File: src/rtl/icache_pkg.sv
// icache_pkg: shared definitions for the direct-mapped instruction cache.
//   INDEX_W / ADDR_W : geometry (64 one-word lines, 18 significant address bits)
//   TAG_W            : tag width derived from the geometry
//   state_t          : controller states IDLE / MISS / DRAIN
//   split_addr()     : splits a word address into tag and line index
package icache_pkg;

    localparam int INDEX_W = 6;
    localparam int ADDR_W  = 18;
    localparam int TAG_W   = ADDR_W - INDEX_W - 2;
    localparam int LINES   = 1 << INDEX_W;

    typedef enum logic [1:0] {
        IDLE  = 2'd0,
        MISS  = 2'd1,
        DRAIN = 2'd2
    } state_t;

    typedef struct packed {
        logic [TAG_W-1:0]   tag;
        logic [INDEX_W-1:0] index;
    } addr_split_t;

    // Takes only the significant word-address bits so that callers pass
    // exactly what the cache looks at; byte-offset bits never reach here.
    function automatic addr_split_t split_addr(input logic [ADDR_W-1:2] word_addr);
        addr_split_t s;
        s.tag   = word_addr[ADDR_W-1:INDEX_W+2];
        s.index = word_addr[INDEX_W+1:2];
        return s;
    endfunction

endpackage

File: src/rtl/icache_if_if.sv
// icache_if_if: fetch-side and memory-side signal bundle of the instruction cache.
//   Fetch side : req_i, addr_i, jump_i in; busy_o, valid_o, inst_o, pc_o out
//   Memory side: mem_req_o, mem_addr_o out; mem_valid_i, mem_data_i in
//   Directions are named from the cache's point of view.
//   slave  modport : used by the cache itself
//   master modport : used by whatever drives the cache (pc_if / memory / bench)
interface icache_if_if;

    logic        req_i;
    logic [31:0] addr_i;
    logic        jump_i;
    logic        busy_o;
    logic        valid_o;
    logic [31:0] inst_o;
    logic [31:0] pc_o;
    logic        mem_req_o;
    logic [31:0] mem_addr_o;
    logic        mem_valid_i;
    logic [31:0] mem_data_i;

    modport slave (
        input  req_i, addr_i, jump_i, mem_valid_i, mem_data_i,
        output busy_o, valid_o, inst_o, pc_o, mem_req_o, mem_addr_o
    );

    modport master (
        output req_i, addr_i, jump_i, mem_valid_i, mem_data_i,
        input  busy_o, valid_o, inst_o, pc_o, mem_req_o, mem_addr_o
    );

endinterface

File: src/rtl/icache_array.sv
// icache_array: valid/tag/data storage for the direct-mapped cache.
//   clk, rst        : clock, synchronous active-high reset (clears valid bits only)
//   we, windex      : synchronous line write enable and line index
//   wtag, wdata     : tag and instruction word written on a fill
//   rindex          : combinational lookup index
//   rvalid, rtag,
//   rdata           : contents of the looked-up line
module icache_array
    import icache_pkg::*;
(
    input  logic               clk,
    input  logic               rst,
    input  logic               we,
    input  logic [INDEX_W-1:0] windex,
    input  logic [TAG_W-1:0]   wtag,
    input  logic [31:0]        wdata,
    input  logic [INDEX_W-1:0] rindex,
    output logic               rvalid,
    output logic [TAG_W-1:0]   rtag,
    output logic [31:0]        rdata
);

    logic [LINES-1:0] valid_bits;
    logic [TAG_W-1:0] tags [LINES];
    logic [31:0]      data [LINES];

    // Valid bits are a flat register so that reset empties the whole cache
    // in a single cycle.
    always_ff @(posedge clk) begin
        if (rst) begin
            valid_bits <= '0;
        end else if (we) begin
            valid_bits[windex] <= 1'b1;
        end
    end

    // Tag and data are plain storage; stale contents are harmless because
    // the valid bit guards every lookup.
    always_ff @(posedge clk) begin
        if (we) begin
            tags[windex] <= wtag;
            data[windex] <= wdata;
        end
    end

    assign rvalid = valid_bits[rindex];
    assign rtag   = tags[rindex];
    assign rdata  = data[rindex];

endmodule

File: src/rtl/icache_if.sv
// icache_if: direct-mapped, one-word-per-line instruction cache for the IF stage.
//   clk, rst  : clock, synchronous active-high reset
//   rdy_i     : global ready; low freezes all state, array writes and outputs
//   bus       : icache_if_if.slave (fetch request/response and memory fetch port)
//   Hits deliver valid_o one cycle after the request; misses fetch a word
//   over mem_req_o/mem_addr_o and deliver it the cycle after mem_valid_i.
//   Optional macro ICACHE_STATS_EN adds hit_cnt_o / miss_cnt_o counters of
//   accepted requests.
module icache_if
    import icache_pkg::*;
(
    input  logic        clk,
    input  logic        rst,
    input  logic        rdy_i,
    icache_if_if.slave  bus
`ifdef ICACHE_STATS_EN
    ,
    output logic [31:0] hit_cnt_o,
    output logic [31:0] miss_cnt_o
`endif
);

    state_t      state, state_n;
    logic        valid_q, valid_n;
    logic [31:0] inst_q, inst_n;
    logic [31:0] pc_q, pc_n;
    logic [31:0] mem_addr_q, mem_addr_n;
    logic [31:0] miss_pc_q, miss_pc_n;

    logic        fill_req;
    logic        accept_hit;
    logic        accept_miss;

    addr_split_t lookup;
    addr_split_t fill;
    logic        line_valid;
    logic [TAG_W-1:0] line_tag;
    logic [31:0] line_data;
    logic        hit;

    assign lookup = split_addr(bus.addr_i[ADDR_W-1:2]);
    assign fill   = split_addr(miss_pc_q[ADDR_W-1:2]);

    icache_array u_array (
        .clk    (clk),
        .rst    (rst),
        .we     (fill_req & rdy_i & ~rst),
        .windex (fill.index),
        .wtag   (fill.tag),
        .wdata  (bus.mem_data_i),
        .rindex (lookup.index),
        .rvalid (line_valid),
        .rtag   (line_tag),
        .rdata  (line_data)
    );

    assign hit = line_valid && (line_tag == lookup.tag);

    // State and output registers; everything holds while rdy_i is low.
    always_ff @(posedge clk) begin
        if (rst) begin
            state      <= IDLE;
            valid_q    <= 1'b0;
            inst_q     <= '0;
            pc_q       <= '0;
            mem_addr_q <= '0;
            miss_pc_q  <= '0;
        end else if (rdy_i) begin
            state      <= state_n;
            valid_q    <= valid_n;
            inst_q     <= inst_n;
            pc_q       <= pc_n;
            mem_addr_q <= mem_addr_n;
            miss_pc_q  <= miss_pc_n;
        end
    end

    // Next-state logic. valid_o is a pulse, so it defaults low; inst_o and
    // pc_o keep their last delivered values. A jump always kills the pending
    // delivery, but a fill already on mem_data_i is still written because
    // the memory controller cannot take it back.
    always_comb begin
        state_n     = state;
        valid_n     = 1'b0;
        inst_n      = inst_q;
        pc_n        = pc_q;
        mem_addr_n  = mem_addr_q;
        miss_pc_n   = miss_pc_q;
        fill_req    = 1'b0;
        accept_hit  = 1'b0;
        accept_miss = 1'b0;
        case (state)
            IDLE: begin
                if (bus.req_i && !bus.jump_i) begin
                    if (hit) begin
                        accept_hit = 1'b1;
                        valid_n    = 1'b1;
                        inst_n     = line_data;
                        pc_n       = bus.addr_i;
                    end else begin
                        accept_miss = 1'b1;
                        state_n     = MISS;
                        mem_addr_n  = {bus.addr_i[31:2], 2'b00};
                        miss_pc_n   = bus.addr_i;
                    end
                end
            end
            MISS: begin
                if (bus.mem_valid_i) begin
                    fill_req = 1'b1;
                    state_n  = IDLE;
                    if (!bus.jump_i) begin
                        valid_n = 1'b1;
                        inst_n  = bus.mem_data_i;
                        pc_n    = miss_pc_q;
                    end
                end else if (bus.jump_i) begin
                    state_n = DRAIN;
                end
            end
            DRAIN: begin
                if (bus.mem_valid_i) begin
                    fill_req = 1'b1;
                    state_n  = IDLE;
                end
            end
            default: begin
                state_n = IDLE;
            end
        endcase
    end

    assign bus.busy_o     = (state != IDLE);
    assign bus.mem_req_o  = (state != IDLE);
    assign bus.valid_o    = valid_q;
    assign bus.inst_o     = inst_q;
    assign bus.pc_o       = pc_q;
    assign bus.mem_addr_o = mem_addr_q;

`ifdef ICACHE_STATS_EN
    // Accepted requests only exist in IDLE, so the FSM's accept strobes
    // already encode req_i & ~busy_o & ~jump_i; rdy_i gates the update.
    always_ff @(posedge clk) begin
        if (rst) begin
            hit_cnt_o  <= '0;
            miss_cnt_o <= '0;
        end else if (rdy_i) begin
            hit_cnt_o  <= hit_cnt_o + 32'(accept_hit);
            miss_cnt_o <= miss_cnt_o + 32'(accept_miss);
        end
    end
`endif

endmodule

File: src/flat_wrapper.sv
// flat-port wrapper written by rule: the top's interface ports become plain ports
module icache_if_flat import icache_pkg::*;
  (clk, rst, rdy_i, bus_req_i, bus_addr_i, bus_jump_i, bus_mem_valid_i, bus_mem_data_i, bus_busy_o, bus_valid_o, bus_inst_o, bus_pc_o, bus_mem_req_o, bus_mem_addr_o);
  icache_if_if bus_i ();
  input  logic clk;
  input  logic rst;
  input  logic rdy_i;
  input wire logic [$bits(bus_i.req_i)-1:0] bus_req_i;
  input wire logic [$bits(bus_i.addr_i)-1:0] bus_addr_i;
  input wire logic [$bits(bus_i.jump_i)-1:0] bus_jump_i;
  input wire logic [$bits(bus_i.mem_valid_i)-1:0] bus_mem_valid_i;
  input wire logic [$bits(bus_i.mem_data_i)-1:0] bus_mem_data_i;
  output wire logic [$bits(bus_i.busy_o)-1:0] bus_busy_o;
  output wire logic [$bits(bus_i.valid_o)-1:0] bus_valid_o;
  output wire logic [$bits(bus_i.inst_o)-1:0] bus_inst_o;
  output wire logic [$bits(bus_i.pc_o)-1:0] bus_pc_o;
  output wire logic [$bits(bus_i.mem_req_o)-1:0] bus_mem_req_o;
  output wire logic [$bits(bus_i.mem_addr_o)-1:0] bus_mem_addr_o;
  assign bus_i.req_i = bus_req_i;
  assign bus_i.addr_i = bus_addr_i;
  assign bus_i.jump_i = bus_jump_i;
  assign bus_i.mem_valid_i = bus_mem_valid_i;
  assign bus_i.mem_data_i = bus_mem_data_i;
  assign bus_busy_o = bus_i.busy_o;
  assign bus_valid_o = bus_i.valid_o;
  assign bus_inst_o = bus_i.inst_o;
  assign bus_pc_o = bus_i.pc_o;
  assign bus_mem_req_o = bus_i.mem_req_o;
  assign bus_mem_addr_o = bus_i.mem_addr_o;
  icache_if u_core (.clk(clk), .rst(rst), .rdy_i(rdy_i), .bus(bus_i));
endmodule
File: config.mk
export PLATFORM = sky130hd
export DESIGN_NAME = icache_if_flat
export DESIGN_NICKNAME = d
export VERILOG_FILES = /design/src/rtl/icache_pkg.sv /design/src/rtl/icache_if_if.sv /design/src/rtl/icache_array.sv /design/src/rtl/icache_if.sv /design/src/flat_wrapper.sv
export SDC_FILE = /design/constraint.sdc
export NUM_CORES = 2
export LEC_CHECK = 0
export ABC_AREA = 1
export BUFFER_PORTS_ARGS = -buffer_cell sky130_fd_sc_hd__clkbuf_2
export CAP_MARGIN = 20
export CORE_AREA = 2 2 457 459
export CTS_CLUSTER_DIAMETER = 120
export DETAILED_ROUTE_END_ITERATION = 8
export DIE_AREA = 0 0 459 461
export PLACE_DENSITY = 0.71
export SYNTH_ARGS = -nofsm -noshare
export SYNTH_HDL_FRONTEND = slang
export SYNTH_SLANG_ARGS = --single-unit
export TNS_END_PERCENT = 1
File: constraint.sdc
create_clock -name clk -period 5.6 [get_ports clk]
set_input_delay 1.12 -clock clk [delete_from_list [all_inputs] [get_ports clk]]
set_output_delay 1.12 -clock clk [all_outputs]
set_load 0.05 [all_outputs]
* Yosys cells after proc, flatten, opt, wreduce, memory -nomap -nowiden *
Memory sizes are Yosys's and may differ from the RTL's.
Index checks and enable logic that the tools add are counted.
W data, S select, Z words.

storage, ports and cells
  memories = 2
  memory bits (writable) = 2,688
  register bits after elaboration = 193
  output and inout port bits = 99
  word-level logic and storage cells = 67
  input bits = 70

operators by class
  magnitude comparators = 3
  bitwise logic cells = 5
  reduce and logical (&&, ||, !) cells = 11
  equality and inequality tests = 10
  mux-type cells = 29

memory list
  memory               words  bits a word  read ports  clocked after memory_dff  write ports  RTL line            source
  u_core.u_array.data  64     32           1           0                         1            icache_array.sv:25  logic [31:0] data [LINES];
  u_core.u_array.tags  64     10           1           0                         1            icache_array.sv:24  logic [TAG_W-1:0] tags [LINES];

operators by type and width
  operator              number
  $mux W32              8
  $pmux W32 S2          2
  $or A64 B64 Y64       1
  $lt A6 B7 Y1 const B  2
  $eq A10 B10 Y1        1
  $mux W1               10
  $mux W2               5
  $ne A2 B2 Y1 const B  4
  $bmux W1 S6           1
  $demux W1 S6          1
  $ge A6 B1 Y1 const B  1
  $pmux W2 S3           1
  $reduce_and A6 Y1     1
  $reduce_and A5 Y1     1
  $ne A2 B1 Y1 const B  2
  $reduce_and A4 Y1     1
  $reduce_bool A2 Y1    2
  $logic_and A1 B1 Y1   3
  $ne A3 B3 Y1 const B  1
  $and A1 B1 Y1         2
  $eq A2 B1 Y1 const B  1
  $eq A2 B2 Y1 const B  1
  $logic_not A2 Y1      1
  $not A1 Y1            2
  other kinds (3)       3

* Longest topological paths before layout *
  depth in word-level cells = 7
  depth in mapped cells = 24
  depth with buffers taken out = 21

* By module *
Synthesis repeated with hierarchy kept, for this count alone.

unflattened totals
  cells, all modules = 10,073
  area, all modules = 115,462.0 sq um

by module, submodules not included
  module        instances  area each (sq um)  seq. area each (sq um)  cells an instance
  icache_array  1          110,173.2          81,998.6                9,176
  icache_if     1          5,288.8            1,981.9                 897

* Worst setup path before layout *
OpenSTA, ideal clock, no wires.

  kind = input to register
  from = in rst
  to = mem u_core.u_array.data[14][0], enable pin
  library setup time = 0.443 ns
  path buffers = 0
  cell stages on the path = 7
  data required time = 5.157 ns
  arrival time = 3.457 ns
  slack = 1.700 ns
  cell sequence = inv_2 -> nand4_1 -> nor2_1 -> inv_1 -> nor2_1 -> inv_1 -> nor2_1

on the way
  word-level cells in the longest chain between the ends = 4

RTL lines
  element                        RTL line            source
  start: declaration             flat_wrapper.sv:6   input logic rst;
  $not A1 Y1                     icache_if.sv:47     .we (fill_req & rdy_i & ~rst),
  $and A1 B1 Y1                  icache_if.sv:47
  $mux W1                        icache_array.sv:40  if (we) begin
  $mux W1 (not written as such)  icache_array.sv:42  data[windex] <= wdata;
  end: declaration               icache_array.sv:25

Every way passes these cells.

* Worst setup path after layout *
  from = in bus_addr_i[2]
  to = reg u_core.inst_q[12] (netlist: u_core.bus.inst_o[12])

on the way
  word-level cells in the longest chain between the ends = 5
  elaborated cells between the ends (all ways) = 11
  those cells by class = eq/ne: 2; mux: 5; reduce/logical: 2; memory: 2

RTL lines
  element                                                RTL line                             source
  start: declaration                                     flat_wrapper.sv:9                    input wire logic [$bits(bus_i.addr_i)-1:0] bus_addr_i;
  $mem_v2 Z64 W10 / $bmux W1 S6 (equally long branches)  -
  $eq A10 B10 Y1 / $mux W1 (equally long branches)       icache_if.sv:57, icache_array.sv:46
  $logic_and A1 B1 Y1                                    icache_if.sv:57                      assign hit = line_valid && (line_tag == lookup.tag);
  $ne A2 B1 Y1 (no source line)                          -
  $reduce_and A6 Y1 (no source line)                     -
  end signal: assignment                                 icache_if.sv:71                      inst_q <= inst_n;
  end: declaration                                       icache_if.sv:25                      logic [31:0] inst_q, inst_n;

Several ways; a longest one is shown, not always the timed one. The select of a mux whose other input is x is not followed.
A chain may end at the register's enable or synchronous reset.

==> run metrics <==
outcome finished, final reports clean; Crit path largest cell delay ~1.0 ns; dpl hpwl 185 mm; CTS Root Cell clkbuf_16; I/O pin count around 170; global-route wire length before repair around 500 mm; register bit count reported by yosys 2,851; Fill cells 15,400; worst endpoint data arrival time 5.10 ns; Cell variety after synth 35; Synth area leaders edfxtp_1 71%, o21ai_0 5.9%, nor2_1 5.4%, nand2_1 3.5%, nand3_1 3.4%; post-CTS resize count 0; Slew headroom between 10% and 20%; clock period minus worst slack 4.24 ns; Final setup violation count 0; Reg clk slew, reported paths 0.06 ns; total CTS buffers between 200 and 300; CP dominant cell by count nor2_1; Fmax 236 MHz; hold_buf cts 0; setup bufs post-CTS 0; Die Wd 459 um; CP Cell Sequence buf_8 > inv_16 > buf_12 > buf_4 > o21ai_0 > o22ai_1 > nor2_1 > nor2_1 > o21ai_0 > o21ai_0 > o22ai_1 > a221oi_1 > nor2_1 > nor2_1; Place WS 0.625 ns; crit path kind primary input to flop; Final ANT Viol Nets 0; Synth Instances 9,146; clk_skew 0.0534 ns; Starting Density about 55%; nets 9,284; Yosys top cell area share 71.5%; Main synth FF type edfxtp_1; Die Y between 400 and 500 um; grt ovf 0; CP Buf/Inv Count 4; maxcap violations 0; WP data required 6.47 ns; Crit Path Max Fanout between 100 and 150; Worst Setup End Kind flop; average cell area after synthesis 12.3 sq um; via-per-instance ratio 6.52; Total Wirelength 351 mm; Min-Delay Path Class primary input to flop; maximum vdd drop between 0.3 and 0.4 mV; layout cells sized above 1 about 10%; TritonCTS clock tree done; initial antenna violation count 3; Buffers on Ports approximately 170; grt met3 use under 10%; Routed WL per cell 29.0 um; fraction of registers with async set/reset 0%; final slew viol count 0; leading area contributor after synthesis edfxtp_1; sequential share of the synthesized area 74.4%; Max clock buf depth 4; M1 GR Usage 43.5%; grt met2 use 49.5%; synth warn 0; slowest stage cell, crit path a221oi_1; leakage around 42 nW; Vias 79,100; GPL Wtd Cong 0.899; die area 0.212 sq mm; num rows ~170; Least-Margin Pin Slew 1.24 ns; post-synth design cell area between 0.1 and 0.15 sq mm; CP delay by family, top compound AO/OA/AOI/OAI gates; final period utilization 75.6%; busiest grt layer met2; Tot GR Track Use around 33%; First-pass DRT Iterations 8; Final WS setup 1.36 ns; vias in the first global route 74,800; Final Hold Vio Count 0; setup TNS 0 ns; Post-synth EDFFs 2,688; RSZ-0062 raised after global routing false; CTS Sinks 2,851; core area just over 0.2 sq mm; Clock Latency Late Sink about 0.94 ns; crit start category primary input; largest net degree at the start of global routing 211; area grow syn2layout 12.0%; PD cells about 360 mW/mm^2; initial drt markers 13,300; H-Tree Depth 5; post-route DRC violation count 0
==> cell usage after synthesis (all sizes together), types with 3 or more instances <==
| library cell | n |
|---|---|
| edfxtp | 2688 |
| nor2 | 1625 |
| o21ai | 1338 |
| nand2 | 1060 |
| nand3 | 775 |
| o22ai | 505 |
| clkbuf | 342 |
| buf | 340 |
| dfxtp | 163 |
| inv | 86 |
| o221ai | 74 |
| a21oi | 43 |
| o211ai | 38 |
| a31oi | 13 |
| or2 | 13 |
| nor3 | 9 |
| mux2i | 8 |
| o32ai | 8 |
| clkinv | 3 |
| ha | 3 |
| o31ai | 3 |
==> cells in the final DEF (no fill, tap or decap), types with 2 or more instances in the layout <==
cell type	n
o22ai_1	505
buf_8	4
o21ai_0	1332
o21ai_1	6
ha_1	2
nand2_1	1058
bufinv_16	16
nor2_4	66
edfxtp_1	2688
dfxtp_1	153
o32ai_1	8
clkinv_2	43
dfxtp_2	10
clkinv_8	2
clkinvlp_4	6
o211ai_1	38
diode_2	2
clkinv_1	48
clkbuf_2	161
inv_8	4
a31oi_1	13
clkbuf_16	301
nor2_1	1559
nand3_1	775
clkbuf_8	13
a21oi_1	43
mux2i_1	8
buf_4	218
nand2_2	2
inv_1	80
o21bai_1	2
clkbuf_1	72
o31ai_1	3
nor3_1	9
or2_2	13
o221ai_1	74
inv_6	4
buf_12	63
conb_1	2
==> per-layer routing <==
layer	part of all wire, %	vias up
li1	-	33400
met4	6.5	4
met5	0.0071	-
met3	13	1205
met1	36	38500
met2	45	5932
==> where the power goes <==
part | internal, mW | total [mW] | switching, mW
Sequential | 23.4 | 23.5 | 0.0724
Clock | 10.7 | 18.7 | 7.92
Combinational | 0.774 | 3.33 | 2.56
==> through the flow <==
stage	hold slack, ns	std cells	area [sq um]	power, mW	utilization, %
floorplan	0.440	9147	113000	25.9	-
global placement	0.450	11600	117000	27.1	56.9
detailed placement	0.458	11600	118000	27.1	56.9
CTS	0.430	12100	126000	45.4	61.3
global route	0.473	12100	126000	46.5	61.3
finish	0.469	12100	126000	45.5	61.3
==> final cells by class <==
class / count / area, sq um / area share, %
flip-flops and latches: 2851 / 84000 / 66.4
multi-input cells: 5525 / 26000 / 20.5
clock buffers: 386 / 7980 / 6.31
repair buffers: 447 / 3790 / 3.00
well taps: 2704 / 3380 / 2.67
clock inverters: 118 / 996 / 0.787
inverters: 89 / 377 / 0.298
diodes: 2 / 5.00 / 0.00396
==> logic make-up after synthesis <==
group,count (synthesis),share of synthesized area [%]
multiplexers,8,0.0709
buffers and inverters,771,3.09
other,1,0.00332
flip-flops,2851,74.4
adder cells (fa/ha/maj),3,0.0332
AO/OA/AOI/OAI,2029,9.95
AND/OR/NAND/NOR,3483,12.5
==> path summary, 6_finish.rpt <==
| path | startpoint | endpoint | slack (ns) | cells after the start |
|---|---|---|---|---|
| worst max-delay path | bus_addr_i[2] | u_core.bus.inst_o[12] | 1.36 | 14 |
| worst min-delay path | bus_addr_i[18] | u_core.miss_pc_q[18] | 0.47 | 3 |
| worst max register to register | u_core.state[1] | u_core.bus.inst_o[17] | 2.04 | 9 |
| worst min register to register | u_core.u_array.valid_bits[52] | u_core.u_array.valid_bits[52] | 0.47 | 2 |
==> flip-flops by register name (all words and copies together), names as in the netlist <==
signal and flops:
u_core.u_array.data 2048, u_core.u_array.tags 640, u_core.u_array.valid_bits 64, u_core.bus.inst_o 32
u_core.bus.pc_o 32, u_core.miss_pc_q 32, u_core.state 2, u_core.bus.valid_o 1
==> worst reg2reg max path: cells and delay by family, from the launching register on <==
| kind | cells | cell delay, ns |
|---|---|---|
| buffers and inverters | 4 | 1.39 |
| flip-flops | 1 | 0.36 |
| AO/OA/AOI/OAI | 2 | 1.10 |
| AND/OR/NAND/NOR | 2 | 0.18 |
| adder cells (fa/ha/maj) | 1 | 0.49 |
Note: power is estimated with default switching activity, not from simulation.
